==> src/rtl/ball_rest_detector.sv <==
// Frame-level rest detector: one shared near-zero comparator scans every ball's velocity per start.
// Optional RAM zero-snap of close components is enabled by defining REST_DETECT_ZERO_SNAP_EN.
module ball_rest_detector #(
  parameter int WIDTH         = 32,
  parameter int TOL           = 10,
  parameter int N_BALLS       = 16,
  parameter int IDX_W         = 4,
  parameter int SETTLE_FRAMES = 8
) (
  input  logic                    clk,
  input  logic                    rst_n,
  input  logic                    start,
  output logic                    vel_rd,
  output logic [IDX_W-1:0]        vel_addr,
  input  logic signed [WIDTH-1:0] vel_x,
  input  logic signed [WIDTH-1:0] vel_y,
  output logic                    vel_wr,
  output logic [1:0]              vel_wmask,
  output logic                    busy,
  output logic                    done,
  output logic [N_BALLS-1:0]      moving_mask,
  output logic                    all_rest,
  output logic                    overrun
);

  typedef enum logic [2:0] {IDLE, FETCH, CMP_X, CMP_Y, FINISH} state_t;

  localparam logic signed [WIDTH:0]   TOL_LIM    = {{WIDTH{1'b0}}, 1'b1} << TOL;
  localparam logic signed [WIDTH-1:0] MOST_NEG   = {1'b1, {(WIDTH-1){1'b0}}};
  localparam logic [7:0]              SETTLE_MAX = 8'(SETTLE_FRAMES);
  localparam logic [IDX_W-1:0]        LAST_IDX   = IDX_W'(N_BALLS - 1);

  // Sign-extend by one bit so -TOL_LIM never overflows; the most negative code is excluded outright.
  function automatic logic near_zero(input logic signed [WIDTH-1:0] v);
    logic signed [WIDTH:0] ve;
    ve = {v[WIDTH-1], v};
    return (v != MOST_NEG) && (ve >= -TOL_LIM) && (ve <= TOL_LIM);
  endfunction

  state_t                  state_r, state_s;
  logic [IDX_W-1:0]        idx_r, idx_s;
  logic [N_BALLS-1:0]      scratch_r, scratch_s;
  logic                    all_close_r, all_close_s;
  logic                    x_close_r, x_close_s;
  logic signed [WIDTH-1:0] y_r, y_s;
  logic [7:0]              settle_r, settle_s;
  logic [N_BALLS-1:0]      moving_r, moving_s;
  logic                    all_rest_r, all_rest_s;
  logic                    vel_rd_r, vel_rd_s;
  logic [IDX_W-1:0]        vel_addr_r, vel_addr_s;
  logic                    busy_r, busy_s;
  logic                    done_r, done_s;
  logic                    overrun_r, overrun_s;
  logic signed [WIDTH-1:0] cmp_in_s;
  logic                    close_s;
  logic                    ball_close_s;

  // The single comparator sees live x in CMP_X and the latched y in CMP_Y.
  assign cmp_in_s = (state_r == CMP_Y) ? y_r : vel_x;
  assign close_s  = near_zero(cmp_in_s);

  // Next-state, scan datapath and registered-output next values.
  always_comb begin
    state_s      = state_r;
    idx_s        = idx_r;
    scratch_s    = scratch_r;
    all_close_s  = all_close_r;
    x_close_s    = x_close_r;
    y_s          = y_r;
    settle_s     = settle_r;
    moving_s     = moving_r;
    all_rest_s   = all_rest_r;
    ball_close_s = 1'b0;
    case (state_r)
      IDLE: begin
        if (start) begin
          state_s     = FETCH;
          idx_s       = {IDX_W{1'b0}};
          scratch_s   = {N_BALLS{1'b0}};
          all_close_s = 1'b1;
        end else begin
          state_s = IDLE;
        end
      end
      FETCH: state_s = CMP_X;
      CMP_X: begin
        x_close_s = close_s;
        y_s       = vel_y;
        state_s   = CMP_Y;
      end
      CMP_Y: begin
        ball_close_s      = x_close_r & close_s;
        scratch_s[idx_r]  = ~ball_close_s;
        all_close_s       = all_close_r & ball_close_s;
        if (idx_r == LAST_IDX) begin
          state_s = FINISH;
        end else begin
          idx_s   = idx_r + IDX_W'(1);
          state_s = FETCH;
        end
      end
      FINISH: begin
        moving_s = scratch_r;
        if (all_close_r) begin
          if (settle_r == SETTLE_MAX) begin
            settle_s = settle_r;
          end else begin
            settle_s = settle_r + 8'd1;
          end
        end else begin
          settle_s = 8'd0;
        end
        all_rest_s = (settle_s == SETTLE_MAX);
        state_s    = IDLE;
      end
      default: state_s = IDLE;
    endcase

    vel_rd_s = (state_s == FETCH);
    if (state_s == FETCH || state_s == CMP_X || state_s == CMP_Y) begin
      vel_addr_s = idx_s;
    end else begin
      vel_addr_s = {IDX_W{1'b0}};
    end
    busy_s    = (state_s != IDLE);
    done_s    = (state_s == FINISH);
    overrun_s = start && (state_r != IDLE);
  end

  // State, scan datapath and output registers.
  always_ff @(posedge clk or negedge rst_n) begin
    if (!rst_n) begin
      state_r     <= IDLE;
      idx_r       <= {IDX_W{1'b0}};
      scratch_r   <= {N_BALLS{1'b0}};
      all_close_r <= 1'b0;
      x_close_r   <= 1'b0;
      y_r         <= {WIDTH{1'b0}};
      settle_r    <= 8'd0;
      moving_r    <= {N_BALLS{1'b1}};
      all_rest_r  <= 1'b0;
      vel_rd_r    <= 1'b0;
      vel_addr_r  <= {IDX_W{1'b0}};
      busy_r      <= 1'b0;
      done_r      <= 1'b0;
      overrun_r   <= 1'b0;
    end else begin
      state_r     <= state_s;
      idx_r       <= idx_s;
      scratch_r   <= scratch_s;
      all_close_r <= all_close_s;
      x_close_r   <= x_close_s;
      y_r         <= y_s;
      settle_r    <= settle_s;
      moving_r    <= moving_s;
      all_rest_r  <= all_rest_s;
      vel_rd_r    <= vel_rd_s;
      vel_addr_r  <= vel_addr_s;
      busy_r      <= busy_s;
      done_r      <= done_s;
      overrun_r   <= overrun_s;
    end
  end

  assign vel_rd      = vel_rd_r;
  assign vel_addr    = vel_addr_r;
  assign busy        = busy_r;
  assign done        = done_r;
  assign moving_mask = moving_r;
  assign all_rest    = all_rest_r;
  assign overrun     = overrun_r;

`ifdef REST_DETECT_ZERO_SNAP_EN
  // Write strobe depends on the y comparison made in this very cycle, so it comes from registers plus the comparator.
  assign vel_wr    = (state_r == CMP_Y) && (x_close_r || close_s);
  assign vel_wmask = vel_wr ? {close_s, x_close_r} : 2'b00;
`else
  assign vel_wr    = 1'b0;
  assign vel_wmask = 2'b00;
`endif

endmodule

==> config.mk <==
export PLATFORM = sky130hd
export DESIGN_NAME = ball_rest_detector
export DESIGN_NICKNAME = d
export VERILOG_FILES = /design/src/rtl/ball_rest_detector.sv
export SDC_FILE = /design/constraint.sdc
export NUM_CORES = 1
export LEC_CHECK = 0
export CORE_UTILIZATION = 35
export DETAILED_ROUTE_END_ITERATION = 16
export GPL_TIMING_DRIVEN = 1
export PLACE_DENSITY = 0.6
export SYNTH_ARGS = -nofsm -noshare
export SYNTH_HDL_FRONTEND = slang
export SYNTH_SLANG_ARGS = --single-unit
==> constraint.sdc <==
create_clock -name clk -period 2.5 [get_ports clk]
set_input_delay 0.375 -clock clk [delete_from_list [all_inputs] [get_ports clk]]
set_output_delay 0.375 -clock clk [all_outputs]
set_load 0.02 [all_outputs]
* After elaboration in Yosys (flattened, before gate mapping) *
Index checks and enable logic that the tools add are counted.

word-level totals
  register bits after elaboration = 90
  latch bits = 0
  memory bits (writable) = 0
  bits in read-only memories = 0
  bits of input ports = 67
  output and inout bits = 28
  logic and storage cells = 65
  memories kept = 0

operators by class
  $add $sub $neg = 2
  multiply operators = 0
  divide/modulo/power cells = 0
  magnitude comparators = 4
  equal/unequal tests = 13
  shifts and indexed selects = 0
  muxes and demuxes = 18
  bitwise gates (word level) = 3
  reduce and logical (&&, ||, !) cells = 11

operators by type and width
  operator              count
  $ge 32x11->1 const B  1
  $le 32x12->1 const B  1
  $mux 32               1
  $ne 32x32->1 const B  1
  $pmux 16 s2           1
  $mux 8                3
  $bwmux 16             1
  $eq 8x4->1 const B    2
  $mux 16               1
  $eq 3x2->1 const B    4
  $mux 4                3
  $pmux 3 s4            1
  $add 8x1->8 const B   1
  $pmux 4 s2            1
  $eq 3x1->1 const B    2
  $eq 3x3->1 const B    2
  $reduce_bool 3->1     2
  $lt 4x5->1 const B    1
  $add 4x1->4 const B   1
  $demux 1 s4           1
  $eq 4x4->1 const B    1
  $ge 4x1->1 const B    1
  $logic_and 1x1->1     4
  $logic_not 3->1       1
  9 further kinds       13

* Logic depth before layout (Yosys ltp) *
  depth after elaboration = 9
  gate-level depth with buffers = 9
  gate-level depth less buffers = 7

* Least setup slack after synthesis *
Ideal clock, no wire load.

  path kind = register to register
  start point = reg settle_r[4]
  end point = reg all_rest_r, in the netlist all_rest
  setup time = 0.122 ns
  data arrival time = 1.667 ns
  data required time = 2.378 ns
  path slack = 0.712 ns
  stages on the path, launching flop included = 7
  buffers on the path = 1
  clock period less this slack = 1.788 ns
  cells stage by stage = dfrtp_1 > buf_6 > or4_4 > nor3_4 > nand3b_1 > a21oi_1 > a32o_1

on the way
  cells in the longest elaborated chain, start to end = 5
  elaborated cells on any way between the ends = 6
  those cells by class = 1 x add/sub; 2 x eq/ne; 3 x mux

RTL lines
  item                                       RTL line  text
  start: declaration                         46        logic [7:0] settle_r, settle_s;
  start signal: assignment                   154       settle_r <= settle_s;
  $add 8x1->8 or $eq 8x4->1 (tied branches)  108, 105
  $mux 8 (*)                                 105       if (settle_r == SETTLE_MAX) begin
  $mux 8 (*)                                 104       if (all_close_r) begin
  $mux 8 (*)                                 74        case (state_r)
  $eq 8x4->1 (*)                             113       all_rest_s = (settle_s == SETTLE_MAX);
  end signal: assignment                     156       all_rest_r <= all_rest_s;
  end: declaration                           48        logic all_rest_r, all_rest_s;

Every way passes the cells marked *; elsewhere a longest branch is shown, timed or not. The select of a mux whose other input is x is not followed.
A chain may end at the register's enable or synchronous reset.

* Worst setup path after layout *
  start point = reg state_r[0]
  end point = reg all_close_r

on the way
  cells in the longest elaborated chain, start to end = 8
  elaborated cells on any way between the ends = 14
  those cells by class = 2 x order compare; 3 x eq/ne; 2 x mux; 2 x bitwise; 5 x reduce/logical

RTL lines
  item                                          RTL line  text
  start: declaration                            40        state_t state_r, state_s;
  start signal: assignment                      148       state_r <= state_s;
  $eq 3x2->1                                    59, 74
  $mux 32                                       59        assign cmp_in_s = (state_r == CMP_Y) ? y_r : vel_x;
  $ge 32x11->1 or $ne 32x32->1 (tied branches)  37        return (v != MOST_NEG) && (ve >= -TOL_LIM) && (ve <= TOL_LIM);
  $logic_and 1x1->1 (2 in series)               37
  $and 1x1->1                                   92        ball_close_s = x_close_r & close_s;
  $and 1x1->1                                   94        all_close_s = all_close_r & ball_close_s;
  $pmux 1 s2                                    74
  end signal: assignment                        151       all_close_r <= all_close_s;
  end: declaration                              43        logic all_close_r, all_close_s;

Parallel ways exist; a longest one is shown, timed or not.

==> flow_metrics.tcl <==
set metrics [dict create \
    die_width_um 114 \
    gp_congestion 0.802 \
    min_path_type "primary input to asynchronous set/reset pin" \
    critPathRequiredTime_ns 2.73 \
    netlist_top_cells_area "dfrtp_1 (42%), mux2_2 (12%), dfstp_2 (9.6%)" \
    ys_seq_area_share_pct 51.9 \
    die_area_um2 12900 \
    relSlewSlack_pct 41.6 \
    postCtsSetupRepairBufs 0 \
    netlist_area_um2 4370 \
    min_period_ns 2.03 \
    synthCells 430 \
    slew_viol_final 0 \
    synth-seq-cells 90 \
    cts-buffers-inserted 9 \
    r2r_cells 5 \
    wl_met2_mm 4.61 \
    synthTopCellsByCount "nand2_1 (100), dfrtp_1 (74), mux2_2 (48), nand3_1 (24), o21ai_0 (22)" \
    yosysWarningCount 0 \
    area_growth_pct 30.9 \
    violations "hold timing" \
    yosysMostFrequentCell "nand2_1" \
    drv_cap 0 \
    irDropWorstVdd_v 0.000390 \
    setup_viol_count_final 0 \
    diodes 0 \
    highest_layer "met4" \
    outcome "finished with violations" \
    fin_skew_ns 0.0120 \
    fin_setup_tns_ns 0 \
    tritoncts "yes" \
    synthArstFlopShare_pct 100 \
    grt_max_degree 38 \
    numClockSinks 90 \
    clock_path_buffers 2 \
    met1Wirelength_mm 4.55 \
    critPathMaxFanout 18 \
    yosys_most_used_dff "dfrtp_1" \
    fp-row-count 40 \
    endpoint_kind "flop" \
    final_antenna_net_count 0 \
    arrival_ns 2.26 \
    cts-root-buf "clkbuf_16" \
    synth_top_cell_area_share_pct 42.3 \
    start_util_pct 36.1 \
    routed_wl_mm 9.85 \
    finalHoldViolations 3 \
    hold_ws_ns -0.00146 \
    ys_types 49 \
    antenna_found_initial 0 \
    grt_pass1_vias 3401 \
    io_pins 95 \
    rsz0062_at_grt "no" \
    power_density_nw_per_um2 919 \
    synth-edff-count 0 \
    routedWlPerCell_um 14.3 \
    post_cts_resized 0 \
    viasPerCell 4.95 \
    drtIter0Drc 139 \
    grtUsageTotal_pct 16.5 \
    die_y_um 114 \
    worstMarginPinSlew_ns 0.876 \
    drc 0 \
    wl_met3_um 564 \
    startpoint_type "flop" \
    grt_pass1_wl_mm 16.5 \
    layout.nets 588 \
    fmax_ghz 0.492 \
    firstDrtPassIters 5 \
    cellLeakagePower_nw 2.32 \
    insertion_delay_ns 0.34 \
    io_buffers 91 \
    criticalPathCategory "flop to flop" \
    hpwl_mm 7.26 \
    drive_gt1_share_pct 18.8 \
    fin_crit_sh_pct 81.3 \
    core_um2 12100 \
    vias 3409 \
    clk_pin_slew_ns 0.06 \
    yosysTopAreaCell "dfrtp_1" \
    htreeDepth 3 \
    placed_area_um2 5440 \
    gr-total-overflow 0 \
    cts_hold_buf 0 \
    final_cell_area_um2 5730 \
    syn_area_per_cell_um2 10.2 \
]
## routing by layer
layer  track usage, %  vias to the layer above
met4             5.71                        0
met1             21.1                     1627
li1                 -                     1663
met3             4.30                       10
met5                0                        -
met2             27.1                      109
## worst max-delay path: stages (launching register included)
cell	delay, ns
dfrtp_1	0.55
and3b_1	0.28
nor4b_2	0.08
a22oi_2	0.70
nand2_1	0.12
o21a_1	0.19
## state kept, by name, indices dropped and copies added, names as in the netlist
name,count
vel_addr,4
moving_mask,16
idx_r,4
busy,1
done,1
vel_rd,1
settle_r,8
x_close_r,1
all_rest,1
y_r,32
overrun,1
all_close_r,1
state_r,3
scratch_r,16
## where the power goes
group          internal, mW  total [mW]  leakage [nW]  switching (mW)
registers              1.93        2.31          1.10           0.380
clock network         0.774        1.33         0.139           0.553
logic                 0.863        1.62          1.08           0.761
## final timing paths
check	slack (ns)	from	to
max in group asynchronous	1.84	rst_n	y_r[23]
max	0.47	state_r[0]	all_close_r
max reg2reg	0.47	state_r[0]	all_close_r
min in group clk	0.46	moving_mask[5]	moving_mask[5]
min reg2reg	0.46	moving_mask[5]	moving_mask[5]
min	-0.001	rst_n	vel_addr[1]
## layout make-up
class / instances / area [um2]
Multi-Input combinational cell: 306 / 1950
Timing Repair Buffer: 100 / 976
Fill cell: 1170 / 6390
Clock inverter: 5 / 56.3
Clock buffer: 11 / 233
Inverter: 8 / 30.0
Sequential cell: 90 / 2270
Tap cell: 168 / 210
## through the flow
| stage | total power [mW] | instances | setup slack (ns) | utilization (%) |
|---|---|---|---|---|
| 5_1_grt | 5.62 | 688 | 0.312 | 47.3 |
| 4_1_cts | 5.33 | 688 | 0.471 | 47.3 |
| 3_5_place_dp | 3.98 | 672 | 0.306 | 44.9 |
| 6_report | 5.26 | 688 | 0.468 | 47.3 |
| 3_3_place_gp | 3.92 | 672 | 0.332 | 44.9 |
| 2_1_floorplan | 3.41 | 432 | 0.712 | - |
## logic make-up after synthesis
family                     synth area share [%]
buffers and inverters                      3.83
adders and majority gates                  1.72
AOI/OAI and AO/OA                          6.26
muxes                                      12.8
DFF                                        51.9
and+or+nand+nor                            22.3
xor gates and xnor gates                   1.00
other                                    0.0857
## cell usage in the layout, fill, tap and decap left out, types with 5 or more instances in the layout
master | netlist | final
a21oi_1 | 6 | 6
a31oi_1 | 5 | 5
buf_4 | 4 | 10
clkbuf_16 | 0 | 9
clkdlybuf4s50_1 | 0 | 90
dfrtp_1 | 74 | 74
dfstp_2 | 16 | 16
ha_1 | 6 | 6
inv_1 | 8 | 8
mux2_2 | 48 | 48
nand2_1 | 100 | 100
nand3_1 | 24 | 24
nand4_1 | 12 | 12
nor2_1 | 13 | 13
nor2b_1 | 5 | 5
nor3_1 | 9 | 9
nor4_1 | 14 | 14
o21ai_0 | 22 | 22
No activity file was read; power rests on OpenSTA's default activity.
